$ cat src/rtl/instr_fetch_queue_if.sv
// Handshake/bus bundle between the instruction source, the fetch queue and the IF stage.
// The source drives the master side and the queue takes the slave side.
interface instr_fetch_queue_if #(
   parameter int INSTR_WIDTH = 32,
   parameter int PC_WIDTH    = 32,
   parameter int DEPTH       = 4
);
   localparam int CW = $clog2(DEPTH) + 1;

   logic [INSTR_WIDTH-1:0] instr_in;
   logic                   instr_valid_in;
   logic                   instr_ready_out;
   logic                   freeze;
   logic                   flush;
   logic [PC_WIDTH-1:0]    branch_target;
   logic [INSTR_WIDTH-1:0] instr_out;
   logic [PC_WIDTH-1:0]    pc_out;
   logic                   instr_valid_out;
   logic [CW-1:0]          count_out;

   modport master (
      output instr_in, instr_valid_in, freeze, flush, branch_target,
      input  instr_ready_out, instr_out, pc_out, instr_valid_out, count_out
   );

   modport slave (
      input  instr_in, instr_valid_in, freeze, flush, branch_target,
      output instr_ready_out, instr_out, pc_out, instr_valid_out, count_out
   );
endinterface

$ cat src/rtl/instr_fetch_queue.sv
// Show-ahead instruction FIFO in front of the IF stage: tags words with their PC,
// holds the head on freeze, empties on flush and emits NOP bubbles when empty.
module instr_fetch_queue #(
   parameter int INSTR_WIDTH = 32,
   parameter int PC_WIDTH    = 32,
   parameter int DEPTH       = 4,
   parameter int PC_STEP     = 4
) (
   input  logic                 clk,
   input  logic                 rst,
   instr_fetch_queue_if.slave   fq
);
   localparam int AW = $clog2(DEPTH);
   localparam int CW = AW + 1;
   localparam logic [CW-1:0] DEPTH_C = CW'(DEPTH);

   logic [INSTR_WIDTH-1:0] instr_mem_q [DEPTH];
   logic [INSTR_WIDTH-1:0] instr_mem_d [DEPTH];
   logic [PC_WIDTH-1:0]    pc_mem_q [DEPTH];
   logic [PC_WIDTH-1:0]    pc_mem_d [DEPTH];
   logic [AW-1:0]          rd_ptr_q, rd_ptr_d;
   logic [AW-1:0]          wr_ptr_q, wr_ptr_d;
   logic [CW-1:0]          count_q, count_d;
   logic [PC_WIDTH-1:0]    push_pc_q, push_pc_d;
   logic                   ready;
   logic                   valid;
   logic                   push;
   logic                   pop;

   // Ready depends only on registered occupancy, so a full queue never passes a word through.
   always_comb begin
      ready = (count_q < DEPTH_C);
      valid = (count_q != '0);
      push  = fq.instr_valid_in && ready && !fq.flush;
      pop   = valid && !fq.freeze && !fq.flush;

      instr_mem_d = instr_mem_q;
      pc_mem_d    = pc_mem_q;
      rd_ptr_d    = rd_ptr_q;
      wr_ptr_d    = wr_ptr_q;
      count_d     = count_q;
      push_pc_d   = push_pc_q;

      if (fq.flush) begin
         rd_ptr_d  = '0;
         wr_ptr_d  = '0;
         count_d   = '0;
         push_pc_d = fq.branch_target;
      end else begin
         if (push) begin
            instr_mem_d[wr_ptr_q] = fq.instr_in;
            pc_mem_d[wr_ptr_q]    = push_pc_q;
            wr_ptr_d              = wr_ptr_q + AW'(1);
            push_pc_d             = push_pc_q + PC_WIDTH'(PC_STEP);
         end
         if (pop) begin
            rd_ptr_d = rd_ptr_q + AW'(1);
         end
         if (push && !pop) begin
            count_d = count_q + CW'(1);
         end else if (pop && !push) begin
            count_d = count_q - CW'(1);
         end
      end
   end

   always_ff @(posedge clk) begin
      if (!rst) begin
         instr_mem_q <= '{default: '0};
         pc_mem_q    <= '{default: '0};
         rd_ptr_q    <= '0;
         wr_ptr_q    <= '0;
         count_q     <= '0;
         push_pc_q   <= '0;
      end else begin
         instr_mem_q <= instr_mem_d;
         pc_mem_q    <= pc_mem_d;
         rd_ptr_q    <= rd_ptr_d;
         wr_ptr_q    <= wr_ptr_d;
         count_q     <= count_d;
         push_pc_q   <= push_pc_d;
      end
   end

   always_comb begin
      fq.instr_ready_out = ready;
      fq.instr_valid_out = valid;
      fq.count_out       = count_q;
      fq.instr_out       = valid ? instr_mem_q[rd_ptr_q] : '0;
      fq.pc_out          = valid ? pc_mem_q[rd_ptr_q] : '0;
   end
endmodule

$ cat src/flat_wrapper.sv
// flat-port wrapper written by rule: the top's interface ports become plain ports
module instr_fetch_queue_flat 
#(
   parameter int INSTR_WIDTH = 32,
   parameter int PC_WIDTH    = 32,
   parameter int DEPTH       = 4,
   parameter int PC_STEP     = 4
)
  (clk, rst, fq_instr_in, fq_instr_valid_in, fq_freeze, fq_flush, fq_branch_target, fq_instr_ready_out, fq_instr_out, fq_pc_out, fq_instr_valid_out, fq_count_out);
  instr_fetch_queue_if #(.INSTR_WIDTH(INSTR_WIDTH), .PC_WIDTH(PC_WIDTH), .DEPTH(DEPTH)) fq_i ();
  input  logic clk;
  input  logic rst;
  input wire logic [$bits(fq_i.instr_in)-1:0] fq_instr_in;
  input wire logic [$bits(fq_i.instr_valid_in)-1:0] fq_instr_valid_in;
  input wire logic [$bits(fq_i.freeze)-1:0] fq_freeze;
  input wire logic [$bits(fq_i.flush)-1:0] fq_flush;
  input wire logic [$bits(fq_i.branch_target)-1:0] fq_branch_target;
  output wire logic [$bits(fq_i.instr_ready_out)-1:0] fq_instr_ready_out;
  output wire logic [$bits(fq_i.instr_out)-1:0] fq_instr_out;
  output wire logic [$bits(fq_i.pc_out)-1:0] fq_pc_out;
  output wire logic [$bits(fq_i.instr_valid_out)-1:0] fq_instr_valid_out;
  output wire logic [$bits(fq_i.count_out)-1:0] fq_count_out;
  assign fq_i.instr_in = fq_instr_in;
  assign fq_i.instr_valid_in = fq_instr_valid_in;
  assign fq_i.freeze = fq_freeze;
  assign fq_i.flush = fq_flush;
  assign fq_i.branch_target = fq_branch_target;
  assign fq_instr_ready_out = fq_i.instr_ready_out;
  assign fq_instr_out = fq_i.instr_out;
  assign fq_pc_out = fq_i.pc_out;
  assign fq_instr_valid_out = fq_i.instr_valid_out;
  assign fq_count_out = fq_i.count_out;
  instr_fetch_queue #(.INSTR_WIDTH(INSTR_WIDTH), .PC_WIDTH(PC_WIDTH), .DEPTH(DEPTH), .PC_STEP(PC_STEP)) u_core (.clk(clk), .rst(rst), .fq(fq_i));
endmodule
$ cat config.mk
export PLATFORM = sky130hd
export DESIGN_NAME = instr_fetch_queue_flat
export DESIGN_NICKNAME = d
export VERILOG_FILES = /design/src/rtl/instr_fetch_queue_if.sv /design/src/rtl/instr_fetch_queue.sv /design/src/flat_wrapper.sv
export SDC_FILE = /design/constraint.sdc
export NUM_CORES = 1
export LEC_CHECK = 0
export ABC_AREA = 1
export BUFFER_PORTS_ARGS = -buffer_cell sky130_fd_sc_hd__buf_2
export CAP_MARGIN = 20
export CORE_MARGIN = 4
export CORE_UTILIZATION = 59
export DETAILED_ROUTE_END_ITERATION = 6
export GPL_TIMING_DRIVEN = 0
export HOLD_SLACK_MARGIN = 0.02
export PLACE_DENSITY_LB_ADDON = 0.3
export SLEW_MARGIN = 20
export SYNTH_ARGS = -nofsm -noshare
export SYNTH_HDL_FRONTEND = slang
export SYNTH_SLANG_ARGS = --single-unit
$ cat constraint.sdc
create_clock -name clk -period 2.1 [get_ports clk]
set_input_delay 0 -clock clk [delete_from_list [all_inputs] [get_ports clk]]
set_output_delay 0 -clock clk [all_outputs]
set_load 0.01 [all_outputs]
==> qor.json, run 1 <==
{
  "outcome": "finished, violations left",
  "violations": "negative setup slack",
  "detailroute.via_count": 14600,
  "worstSkewPairLatency_ns": 0.57,
  "cp_num_buf_inv": 2,
  "finish.net_count": 2265,
  "cts.sink_count": 295,
  "initial_utilization_pct": 60.5,
  "antenna_found_initial": 1,
  "fill_cells": 1720,
  "port-buffer-count": 136,
  "synth-edff-count": 0,
  "ys_seq_elements": 295,
  "leakagePower_nw": 6.48,
  "floorplan.die_area_um2": 25100,
  "wl_um": 44700,
  "slew_headroom_pct": 60.6,
  "route.detailed.wl_per_inst_um": 17.9,
  "hold_viol": 0,
  "netlist_area_um2": 13300,
  "placement_rows": 54,
  "area.growth.synth_to_final_pct": 22.2,
  "max_freq_mhz": 463,
  "clkTransAtPathRegs_ns": 0.06,
  "drive_gt1_share_pct": 14.9,
  "cts.htree.levels": 1,
  "grt_start_max_net_pins": 16,
  "synth.net_count": 2024,
  "grt.total_usage_pct": 34.4,
  "final_util_pct": 74.0,
  "maxCapViolations": 0,
  "finalWorstPathRequiredPeriod_ns": 2.16,
  "clock_skew_ns": 0.0264,
  "syn-instance-count": 1948,
  "gr-total-overflow": 0,
  "tritoncts": "yes",
  "ys_warn_count": 0,
  "worstSetupPathType": "reg2reg",
  "via_count_of_the_first_global_routing_pass": 13800,
  "powerDensity_nw_per_um2": 779,
  "max_stage_delay_on_crit_path_ns": 0.46,
  "tritoncts.num_buffers": 30,
  "crit_family": "simple AND/OR/NAND/NOR gates",
  "detailedRoute.firstIterationViolations": 1625,
  "setup_viol_count_final": 1,
  "crit_path_cell_trace": "nor3_4 -> nor3_2 -> inv_1 -> ha_1 -> inv_1 -> fa_2 -> nor2_1 -> nor2_1 -> nand2_1 -> o21ai_0 -> a21oi_1",
  "die_width_um": 158,
  "setup_ws_ns": -0.0602,
  "cp-start-kind": "flop",
  "fp.dieH_um": 158,
  "min-delay-path-class": "in2reg",
  "post-route-drc-count": 0,
  "dominantRegCellSynth": "sky130_fd_sc_hd__dfxtp_1",
  "drv_slew": 0,
  "layout.area.seq_um2": 5910,
  "ir_drop_uv": 647,
  "clock_tree.buffer_depth": 3,
  "coreArea_um2": 22000,
  "synth.top_cell.area_share_pct": 44.3,
  "path_max_fanout": 4,
  "floorplan.io_pins": 138,
  "finalCritPeriodShare_pct": 103,
  "seq_area_frac_synth_pct": 44.3,
  "detail_route.vias_per_cell": 5.86,
  "timing.hold.ws_ns": 0.216,
  "multi_input_area_um2": 6510,
  "grt_first_pass_wirelength_um": 69700,
  "finalWeightedCongestion": 0.969,
  "arrival_ns": 2.61,
  "endpoint_kind": "flop",
  "netlist-cell-type-count": 32,
  "tightestPinTransition_ns": 0.591,
  "postSynth.asyncResetShare_pct": 0,
  "ctsRootBufferMaster": "sky130_fd_sc_hd__clkbuf_16",
  "synth_area_leaders": "sky130_fd_sc_hd__dfxtp_1 44%, sky130_fd_sc_hd__nor2_1 17%, sky130_fd_sc_hd__o21ai_0 15%",
  "detail_route.first_pass.iterations": 6,
  "detail-route-antenna-nets": 0,
  "postSynthAreaPerCell_um2": 6.84,
  "synth.largest_area_cell": "sky130_fd_sc_hd__dfxtp_1",
  "yosys-top-cells-count": "609 x sky130_fd_sc_hd__nor2_1, 397 x sky130_fd_sc_hd__o21ai_0, 295 x sky130_fd_sc_hd__dfxtp_1",
  "place_hpwl_um": 30200,
  "worst-endpoint-required_ns": 2.55,
  "worst_path_max_delay_cell": "sky130_fd_sc_hd__dfxtp_1",
  "yosys.cell_count.top_type": "sky130_fd_sc_hd__nor2_1"
}
power by group:
part	internal, mW	total, mW	switching [mW]
clock	3.15	5.41	2.26
sequential	5.78	5.91	0.127
combinational	0.508	1.38	0.871
registers in the layout, indices dropped and copies added (netlist names):
name                 flops
u_core.fq.count_out      3
u_core.pc_mem_q        128
u_core.push_pc_q        32
u_core.instr_mem_q     128
u_core.wr_ptr_q          2
u_core.rd_ptr_q          2
placed cells by master, fill, tap and decap left out, types with 3 or more instances in the layout:
cell type,count
sky130_fd_sc_hd__nor2_1,608
sky130_fd_sc_hd__o21ai_0,395
sky130_fd_sc_hd__dfxtp_1,293
sky130_fd_sc_hd__a21oi_1,195
sky130_fd_sc_hd__buf_2,191
sky130_fd_sc_hd__nand2_1,137
sky130_fd_sc_hd__dlygate4sd3_1,70
sky130_fd_sc_hd__inv_1,64
sky130_fd_sc_hd__clkbuf_1,44
sky130_fd_sc_hd__clkbuf_16,30
sky130_fd_sc_hd__o21ai_1,24
sky130_fd_sc_hd__nand3_1,22
sky130_fd_sc_hd__buf_4,16
sky130_fd_sc_hd__clkbuf_2,15
sky130_fd_sc_hd__clkbuf_8,13
sky130_fd_sc_hd__buf_6,10
sky130_fd_sc_hd__xor2_1,9
sky130_fd_sc_hd__a21oi_2,8
sky130_fd_sc_hd__nor2_2,7
sky130_fd_sc_hd__buf_8,6
sky130_fd_sc_hd__inv_2,6
sky130_fd_sc_hd__nand2_2,6
sky130_fd_sc_hd__ha_1,5
sky130_fd_sc_hd__a31oi_1,4
sky130_fd_sc_hd__clkbuf_4,3
per-stage QoR:
| stage | power (mW) | setup TNS, ns | std cells | area, um2 | setup slack, ns |
|---|---|---|---|---|---|
| floorplan | 6.76 | 0 | 1948 | 13300 | 0.158 |
| global placement | 7.18 | -0.135 | 2364 | 14400 | -0.0853 |
| detailed placement | 7.21 | -0.248 | 2364 | 14400 | -0.172 |
| CTS | 12.6 | 0 | 2486 | 16200 | 0.00475 |
| global route | 13.1 | -0.106 | 2489 | 16300 | -0.101 |
| finish | 12.7 | -0.0602 | 2489 | 16300 | -0.0602 |
timing repair:
item / CTS / global route
setup endpoints to repair: 68 / 59
pin swaps: 3 / 4
setup buffers: 1 / 2
endpoints found under the hold margin: 165 / 0
resized for setup: 56 / 31
hold buffers: 70 / 0
tightest hold or removal path: stages:
cell	delay, ns
sky130_fd_sc_hd__dlygate4sd3_1	0.52
sky130_fd_sc_hd__buf_2	0.10
sky130_fd_sc_hd__nor2_1	0.05
sky130_fd_sc_hd__nor2_1	0.09
layer usage:
metal,part of all wire [%],GRT usage (%),vias to the layer above
li1,-,-,6846
met1,39,43.2,6682
met2,47,57.7,869
met3,8.5,3.91,182
met4,6.2,19.1,0
met5,0,0,-
cell families after synthesis:
| logic type | Yosys count | share of synthesized area [%] |
|---|---|---|
| xor gates and xnor gates | 10 | 0.657 |
| buffers and inverters | 215 | 7.33 |
| and+or+nand+nor | 791 | 23.2 |
| DFF | 295 | 44.3 |
| adders and majority gates | 7 | 0.713 |
| AOI/OAI and AO/OA | 630 | 23.8 |
path summary, 6_finish.rpt:
kind                                from                     end  slack (ns)  cells past startpoint
setup / recovery  u_core.fq.count_out[0]  u_core.fq.count_out[2]       -0.06                     11
hold / removal       fq_branch_target[0]     u_core.push_pc_q[0]        0.22                      4
setup reg to reg  u_core.fq.count_out[0]  u_core.fq.count_out[2]       -0.06                     11
hold reg to reg   u_core.instr_mem_q[87]  u_core.instr_mem_q[87]        0.48                      2
final cells by class:
cell class	count	area share, %
Timing Repair Buffer	209	8.62
Sequential cell	295	36.3
Multi-Input combinational cell	1438	39.9
Inverter	71	1.65
Antenna cell	1	0.0154
Buffer	144	5.26
Clock buffer	46	5.71
Clock inverter	5	0.399
Tap cell	280	2.15
Power figures use the tool's default switching activity.
==> run 2: changes to the inputs <==
--- a/config.mk
+++ b/config.mk
@@ -8,8 +8,10 @@
 export ABC_AREA = 1
 export BUFFER_PORTS_ARGS = -buffer_cell sky130_fd_sc_hd__buf_2
 export CAP_MARGIN = 20
+export CELL_PAD_IN_SITES_DETAIL_PLACEMENT = 1
+export CELL_PAD_IN_SITES_GLOBAL_PLACEMENT = 2
 export CORE_MARGIN = 4
-export CORE_UTILIZATION = 59
+export CORE_UTILIZATION = 33
 export DETAILED_ROUTE_END_ITERATION = 6
 export GPL_TIMING_DRIVEN = 0
 export HOLD_SLACK_MARGIN = 0.02
==> qor.json, run 2 (same netlist as run 1, synthesis figures left out) <==
{
  "tritoncts.num_buffers": {"value": 36, "change": "was 30"},
  "hold_startpoint": {"value": "fq_flush", "change": "was fq_branch_target[0]"},
  "setup-tns-final": {"value": 0, "unit": "ns", "change": "was -0.0602 ns"},
  "place_area": {"value": 14700, "unit": "um2", "change": "was 14400 um2"},
  "max_stage_delay_on_crit_path": {"value": 0.31, "unit": "ns", "change": "was 0.46 ns"},
  "tritoncts": {"value": "yes", "change": "unchanged"},
  "fp.dieH": {"value": 209, "unit": "um", "change": "was 158 um"},
  "finish.net_count": {"value": 2270, "change": "was 2265"},
  "grt.total_usage": {"value": 23.9, "unit": "%", "change": "was 34.4%"},
  "place_hpwl": {"value": 38700, "unit": "um", "change": "was 30200 um"},
  "max_freq": {"value": 484, "unit": "MHz", "change": "was 463 MHz"},
  "area.growth.synth_to_final": {"value": 26.3, "unit": "%", "change": "was 22.2%"},
  "finalWeightedCongestion": {"value": 0.913, "change": "was 0.969"},
  "worstSetupPathType": {"value": "reg2out", "change": "was reg2reg"},
  "coreArea": {"value": 39800, "unit": "um2", "change": "was 22000 um2"},
  "placement_rows": {"value": 73, "change": "was 54"},
  "grt_start_max_net_pins": {"value": 13, "change": "was 16"},
  "worstSkewPairLatency": {"value": 0.54, "unit": "ns", "change": "was 0.57 ns"},
  "floorplan.die_area": {"value": 43700, "unit": "um2", "change": "was 25100 um2"},
  "biggestRegsByFlops": {"value": "u_core.instr_mem_q (128), u_core.pc_mem_q (128), u_core.push_pc_q (32)", "change": "unchanged"},
  "grt_first_pass_wirelength": {"value": 83200, "unit": "um", "change": "was 69700 um"},
  "dpl_worst_slack": {"value": -0.298, "unit": "ns", "change": "was -0.172 ns"},
  "slew_headroom": {"value": 52.3, "unit": "%", "change": "was 60.6%"},
  "finalCritPeriodShare": {"value": 98.5, "unit": "%", "change": "was 103%"},
  "outcome": {"value": "finished, final reports clean", "change": "was finished, violations left"},
  "drv_slew": {"value": 0, "change": "unchanged"},
  "setup_viol_count_final": {"value": 0, "change": "was 1"},
  "cts.sink_count": {"value": 295, "change": "unchanged"},
  "initial_utilization": {"value": 33.5, "unit": "%", "change": "was 60.5%"},
  "leakagePower": {"value": 6.60, "unit": "nW", "change": "was 6.48 nW"},
  "clock_tree.buffer_depth": {"value": 3, "change": "unchanged"},
  "antenna_found_initial": {"value": 0, "change": "was 1"},
  "clkTransAtPathRegs": {"value": 0.06, "unit": "ns", "change": "about the same"},
  "endpoint_kind": {"value": "output port", "change": "was flop"},
  "via_count_of_the_first_global_routing_pass": {"value": 14500, "change": "was 13.8k"},
  "detail_route.first_pass.iterations": {"value": 5, "change": "was 6"},
  "gr-total-overflow": {"value": 0, "change": "unchanged"},
  "ctsRootBufferMaster": {"value": "sky130_fd_sc_hd__clkbuf_16", "change": "unchanged"},
  "path_max_fanout": {"value": 10, "change": "was 4"},
  "layout.cells.non_filler": {"value": 2742, "change": "was 2489"},
  "detailedRoute.firstIterationViolations": {"value": 741, "change": "was 1625"},
  "detail_route.vias_per_cell": {"value": 5.11, "change": "was 5.86"},
  "detail-route-antenna-nets": {"value": 0, "change": "unchanged"},
  "setup.worst_path.start": {"value": "u_core.rd_ptr_q[0]", "change": "was u_core.fq.count_out[0]"},
  "die_width": {"value": 209, "unit": "um", "change": "was 158 um"},
  "critical_path.reg2reg.startpoint": {"value": "u_core.fq.count_out[2]", "change": "was u_core.fq.count_out[0]"},
  "ir_drop": {"value": 455, "unit": "uV", "change": "was 647 uV"},
  "numPlacedInstances": {"value": 2609, "change": "was 2364"},
  "timing.hold.ws": {"value": 0.0662, "unit": "ns", "change": "was 0.216 ns"},
  "cts.htree.levels": {"value": 2, "change": "was 1"},
  "tightestPinTransition": {"value": 0.713, "unit": "ns", "change": "was 0.591 ns"},
  "hold_viol": {"value": 0, "change": "unchanged"},
  "post-route-drc-count": {"value": 0, "change": "unchanged"},
  "drive_gt1_share": {"value": 15.5, "unit": "%", "change": "was 14.9%"},
  "setup_ws": {"value": 0.0322, "unit": "ns", "change": "was -0.0602 ns"},
  "cp-start-kind": {"value": "flop", "change": "unchanged"},
  "critical_path.most_common_cell": "sky130_fd_sc_hd__buf_12",
  "port-buffer-count": {"value": 136, "change": "unchanged"},
  "crit_path_cell_trace": {"value": "buf_6 -> inv_2 -> buf_12 -> buf_12 -> buf_8 -> o21ai_0 -> a21oi_2 -> buf_2", "change": "was nor3_4 -> nor3_2 -> inv_1 -> ha_1 -> inv_1 -> fa_2 -> nor2_1 -> nor2_1 -> nand2_1 -> o21ai_0 -> a21oi_1"},
  "clock_skew": {"value": 0.0180, "unit": "ns", "change": "was 0.0264 ns"},
  "finalInstanceArea": {"value": 16800, "unit": "um2", "change": "was 16300 um2"},
  "wl": {"value": 53500, "unit": "um", "change": "was 44700 um"},
  "mostFrequentLayoutCell": {"value": "sky130_fd_sc_hd__nor2_1", "change": "unchanged"},
  "worst_path_max_delay_cell": {"value": "sky130_fd_sc_hd__dfxtp_1", "change": "unchanged"},
  "mostFrequentLayoutCells": {"value": "608 x sky130_fd_sc_hd__nor2_1, 392 x sky130_fd_sc_hd__o21ai_0, 292 x sky130_fd_sc_hd__dfxtp_1, 193 x sky130_fd_sc_hd__a21oi_1, 183 x sky130_fd_sc_hd__buf_2", "change": "was 608 x sky130_fd_sc_hd__nor2_1, 395 x sky130_fd_sc_hd__o21ai_0, 293 x sky130_fd_sc_hd__dfxtp_1, 195 x sky130_fd_sc_hd__a21oi_1, 191 x sky130_fd_sc_hd__buf_2"},
  "worst-endpoint-required": {"value": 2.10, "unit": "ns", "change": "was 2.55 ns"},
  "floorplan.io_pins": {"value": 138, "change": "unchanged"},
  "min-delay-path-class": {"value": "in2reg", "change": "unchanged"},
  "maxCapViolations": {"value": 0, "change": "unchanged"},
  "finalWorstPathRequiredPeriod": {"value": 2.07, "unit": "ns", "change": "was 2.16 ns"},
  "route.detailed.wl_per_inst": {"value": 19.5, "unit": "um", "change": "was 17.9 um"},
  "arrival": {"value": 2.07, "unit": "ns", "change": "was 2.61 ns"},
  "powerDensity": {"value": 821, "unit": "nW/um2", "change": "was 779 nW/um2"},
  "detailroute.via_count": {"value": 14000, "change": "was 14.6k"}
}
-- run 2: timing repair --
item / in CTS / in global routing
resized for setup: 70 / 40
hold buffers: 66 / 0
buffers inserted: 2 / 4
pin swaps: 3 / 6
endpoints found under the hold margin: 165 / 0
setup endpoints to repair: 72 / 64
-- run 2: worst paths after layout --
kind	end	slack [ns]	cells after the start
max	fq_pc_out[22]	0.03	8
min	u_core.push_pc_q[12]	0.07	5
max reg2reg	u_core.pc_mem_q[48]	0.11	9
min reg2reg	u_core.instr_mem_q[67]	0.48	2
-- run 2: through the flow --
stage               utilization (%)  total power, mW
floorplan                         -             6.76
global placement               36.8             7.28
detailed placement             36.8             7.32
CTS                            42.0             13.9
global route                   42.3             14.4
finish                         42.3             13.8
-- run 2: report_power, final --
part	internal [mW]	switching, mW
Sequential	5.79	0.125
Clock	3.95	2.53
Combinational	0.514	0.922
Total	10.3	3.57
-- run 2: worst max-delay path: cells and delay by family (launching register included) --
kind,cells,cell delay (ns)
buffers and inverters,6,0.85
DFF,1,0.31
AOI/OAI and AO/OA,2,0.38
-- run 2: cell type report --
class,instances,area (um2)
Sequential cell,295,5910
Clock buffer,51,1050
Buffer,144,906
Inverter,71,267
Tap cell,525,657
Antenna cell,1,2.50
Fill cell,5194,23000
Timing Repair Buffer,208,1390
Clock inverter,9,148
Multi-Input combinational cell,1438,6520
-- run 2: metal layers --
layer	GRT usage [%]	part of all wire, %	vias up
met2	42.2	49	254
met5	0	0	-
li1	-	-	6868
met1	30.4	45	6813
met3	2.99	3.6	84
met4	7.79	2.7	0
==> run 3: changes to the inputs <==
--- a/config.mk
+++ b/config.mk
@@ -10,6 +10,7 @@
 export CAP_MARGIN = 20
 export CELL_PAD_IN_SITES_DETAIL_PLACEMENT = 1
 export CELL_PAD_IN_SITES_GLOBAL_PLACEMENT = 2
+export CORE_ASPECT_RATIO = 0.75
 export CORE_MARGIN = 4
 export CORE_UTILIZATION = 33
 export DETAILED_ROUTE_END_ITERATION = 6
==> qor.json, run 3 (same netlist as run 1, synthesis figures left out) <==
{
  "grt.total_usage": {"value": 24.9, "unit": "%", "change": "was 23.9%"},
  "numPlacedInstances": {"value": 2604, "change": "was 2609"},
  "place_area": {"value": 14700, "unit": "um2", "change": "about the same"},
  "die_width": {"value": 240, "unit": "um", "change": "was 209 um"},
  "route.detailed.wl_per_inst": {"value": 20.2, "unit": "um", "change": "was 19.5 um"},
  "maxCapViolations": {"value": 0, "change": "unchanged"},
  "cp_num_cells": {"value": 7, "change": "was 8"},
  "ctsRootBufferMaster": {"value": "sky130_fd_sc_hd__clkbuf_16", "change": "unchanged"},
  "finalWeightedCongestion": {"value": 0.922, "change": "was 0.913"},
  "max_freq": {"value": 491, "unit": "MHz", "change": "was 484 MHz"},
  "wl": {"value": 55200, "unit": "um", "change": "was 53500 um"},
  "ir_drop": {"value": 532, "unit": "uV", "change": "was 455 uV"},
  "rsz0062_at_grt": "false",
  "drive_gt1_share": {"value": 15.5, "unit": "%", "change": "about the same"},
  "endpoint_kind": {"value": "output port", "change": "unchanged"},
  "detail-route-antenna-nets": {"value": 0, "change": "unchanged"},
  "cp_num_buf_inv": {"value": 5, "change": "was 6"},
  "coreArea": {"value": 39700, "unit": "um2", "change": "was 39800 um2"},
  "area.growth.synth_to_final": {"value": 26.0, "unit": "%", "change": "was 26.3%"},
  "arrival": {"value": 2.04, "unit": "ns", "change": "was 2.07 ns"},
  "finalCritPeriodShare": {"value": 97.0, "unit": "%", "change": "was 98.5%"},
  "biggestRegsByFlops": {"value": "u_core.instr_mem_q (128), u_core.pc_mem_q (128), u_core.push_pc_q (32)", "change": "unchanged"},
  "outcome": {"value": "finished, final reports clean", "change": "unchanged"},
  "max_stage_delay_on_crit_path": {"value": 0.32, "unit": "ns", "change": "was 0.31 ns"},
  "grt_first_pass_wirelength": {"value": 85400, "unit": "um", "change": "was 83200 um"},
  "slew_headroom": {"value": 35.1, "unit": "%", "change": "was 52.3%"},
  "clock_power_share": {"value": 45.3, "unit": "%", "change": "was 46.9%"},
  "finalWorstPathRequiredPeriod": {"value": 2.04, "unit": "ns", "change": "was 2.07 ns"},
  "post-route-drc-count": {"value": 0, "change": "unchanged"},
  "fp.dieH": {"value": 182, "unit": "um", "change": "was 209 um"},
  "drv_slew": {"value": 0, "change": "unchanged"},
  "n_antenna_cell": {"value": 0, "change": "was 1"},
  "tightestPinTransition": {"value": 0.969, "unit": "ns", "change": "was 0.713 ns"},
  "antenna_found_initial": {"value": 0, "change": "unchanged"},
  "min-delay-path-class": {"value": "in2reg", "change": "unchanged"},
  "powerDensity": {"value": 804, "unit": "nW/um2", "change": "was 821 nW/um2"},
  "port-buffer-count": {"value": 136, "change": "unchanged"},
  "crit_path_cell_trace": {"value": "buf_6 -> inv_2 -> buf_8 -> clkbuf_4 -> o21ai_1 -> a21oi_1 -> buf_2", "change": "was buf_6 -> inv_2 -> buf_12 -> buf_12 -> buf_8 -> o21ai_0 -> a21oi_2 -> buf_2"},
  "path_max_fanout": {"value": 10, "change": "unchanged"},
  "worstHoldPathCells": {"value": 4, "change": "was 5"},
  "intPower": {"value": 9.90, "unit": "mW", "change": "was 10.3 mW"},
  "via_count_of_the_first_global_routing_pass": {"value": 14500, "change": "about the same"},
  "tritoncts.num_buffers": {"value": 35, "change": "was 36"},
  "clock_tree.buffer_depth": {"value": 3, "change": "unchanged"},
  "detailroute.via_count": {"value": 14200, "change": "was 14.0k"},
  "power.switching_fraction": {"value": 26.6, "unit": "%", "change": "was 25.9%"},
  "gr-total-overflow": {"value": 0, "change": "unchanged"},
  "cp-start-kind": {"value": "flop", "change": "unchanged"},
  "mostFrequentLayoutCell": {"value": "sky130_fd_sc_hd__nor2_1", "change": "unchanged"},
  "detailedRoute.firstIterationViolations": {"value": 997, "change": "was 741"},
  "leakagePower": {"value": 6.57, "unit": "nW", "change": "was 6.60 nW"},
  "rr_worst_depth": {"value": 12, "change": "was 9"},
  "worstSkewPairLatency": {"value": 0.53, "unit": "ns", "change": "was 0.54 ns"},
  "crit_family": {"value": "buffers and inverters", "change": "unchanged"},
  "p_sw": {"value": 3.59, "unit": "mW", "change": "was 3.57 mW"},
  "clkTransAtPathRegs": {"value": 0.06, "unit": "ns", "change": "about the same"},
  "cts.sink_count": {"value": 295, "change": "unchanged"},
  "finalInstanceArea": {"value": 16800, "unit": "um2", "change": "about the same"},
  "floorplan.die_area": {"value": 43700, "unit": "um2", "change": "about the same"},
  "clock_skew": {"value": 0.0147, "unit": "ns", "change": "was 0.0180 ns"},
  "mostFrequentLayoutCells": {"value": "607 x sky130_fd_sc_hd__nor2_1, 384 x sky130_fd_sc_hd__o21ai_0, 291 x sky130_fd_sc_hd__dfxtp_1, 193 x sky130_fd_sc_hd__a21oi_1, 180 x sky130_fd_sc_hd__buf_2", "change": "was 608 x sky130_fd_sc_hd__nor2_1, 392 x sky130_fd_sc_hd__o21ai_0, 292 x sky130_fd_sc_hd__dfxtp_1, 193 x sky130_fd_sc_hd__a21oi_1, 183 x sky130_fd_sc_hd__buf_2"},
  "detail_route.first_pass.iterations": {"value": 5, "change": "unchanged"},
  "floorplan.io_pins": {"value": 138, "change": "unchanged"},
  "p_comb_share": {"value": 10.9, "unit": "%", "change": "was 10.4%"},
  "grt_start_max_net_pins": {"value": 14, "change": "was 13"},
  "layout.cells.non_filler": {"value": 2736, "change": "was 2742"},
  "worstSetupPathType": {"value": "reg2out", "change": "unchanged"},
  "placement_rows": {"value": 63, "change": "was 73"},
  "tritoncts": {"value": "yes", "change": "unchanged"},
  "worst-endpoint-required": {"value": 2.10, "unit": "ns", "change": "about the same"},
  "hold_viol": {"value": 0, "change": "unchanged"},
  "cts.htree.levels": {"value": 2, "change": "unchanged"},
  "initial_utilization": {"value": 33.6, "unit": "%", "change": "was 33.5%"},
  "worst_path_max_delay_cell": {"value": "sky130_fd_sc_hd__dfxtp_1", "change": "unchanged"},
  "detail_route.vias_per_cell": {"value": 5.20, "change": "was 5.11"},
  "setup_viol_count_final": {"value": 0, "change": "unchanged"},
  "place_hpwl": {"value": 40000, "unit": "um", "change": "was 38700 um"},
  "power_frac_seq": {"value": 43.8, "unit": "%", "change": "was 42.8%"},
  "finish.net_count": {"value": 2267, "change": "was 2270"}
}
run 3: per-stage QoR:
step	utilization [%]	total power [mW]	hold slack, ns	TNS, ns	setup slack [ns]
2_1_floorplan	-	6.76	0.135	0	0.158
3_3_place_gp	36.9	7.29	0.265	-8.48	-0.463
3_5_place_dp	36.9	7.33	0.270	-9.42	-0.547
4_1_cts	42.0	13.6	0.110	0	0.00360
5_1_grt	42.3	14.0	0.161	0	0.00302
6_report	42.3	13.5	0.133	0	0.0630
run 3: layer usage:
layer	global-route usage [%]	vias to the layer above	routed length, um
li1	-	6865	-
met1	37.2	6957	27700
met2	38.5	341	23900
met3	3.46	56	2830
met4	4.55	0	886
met5	0	-	0
run 3: power groups by stage:
stage	Clock [mW]	Combinational, mW	Sequential, mW
floorplan	0	0.772	5.99
global placement	0	1.27	6.02
detailed placement	0	1.30	6.03
CTS	6.21	1.45	5.91
global route	6.45	1.64	5.93
finish	6.11	1.48	5.91
run 3: final timing paths:
path / from / to / slack [ns]
worst min register to register: u_core.instr_mem_q[2] / u_core.instr_mem_q[2] / 0.48
worst max-delay path: u_core.rd_ptr_q[0] / fq_instr_out[3] / 0.06
worst min-delay path: rst / u_core.pc_mem_q[60] / 0.13
worst max register to register: u_core.fq.count_out[1] / u_core.fq.count_out[2] / 0.10
run 3: layout make-up:
type	instances	area (um2)
plain buffers	144	918
clock buffers	52	1050
clock inverters	10	81.3
fillers	5083	22900
inverters	71	272
multi-input cells	1438	6530
flip-flops and latches	295	5910
well taps	520	651
repair buffers	206	1390
run 3: timing repair:
item	CTS	global route
setup endpoints to repair	69	89
hold endpoints to repair	165	0
gates resized for setup	73	57
hold buffers	67	0
setup buffers	3	0
pin swaps	6	6
run 3: worst min-delay path, cell delays in order:
cell	delay, ns
sky130_fd_sc_hd__buf_2	0.16
sky130_fd_sc_hd__clkbuf_1	0.25
sky130_fd_sc_hd__o21ai_0	0.14
sky130_fd_sc_hd__a21oi_1	0.05
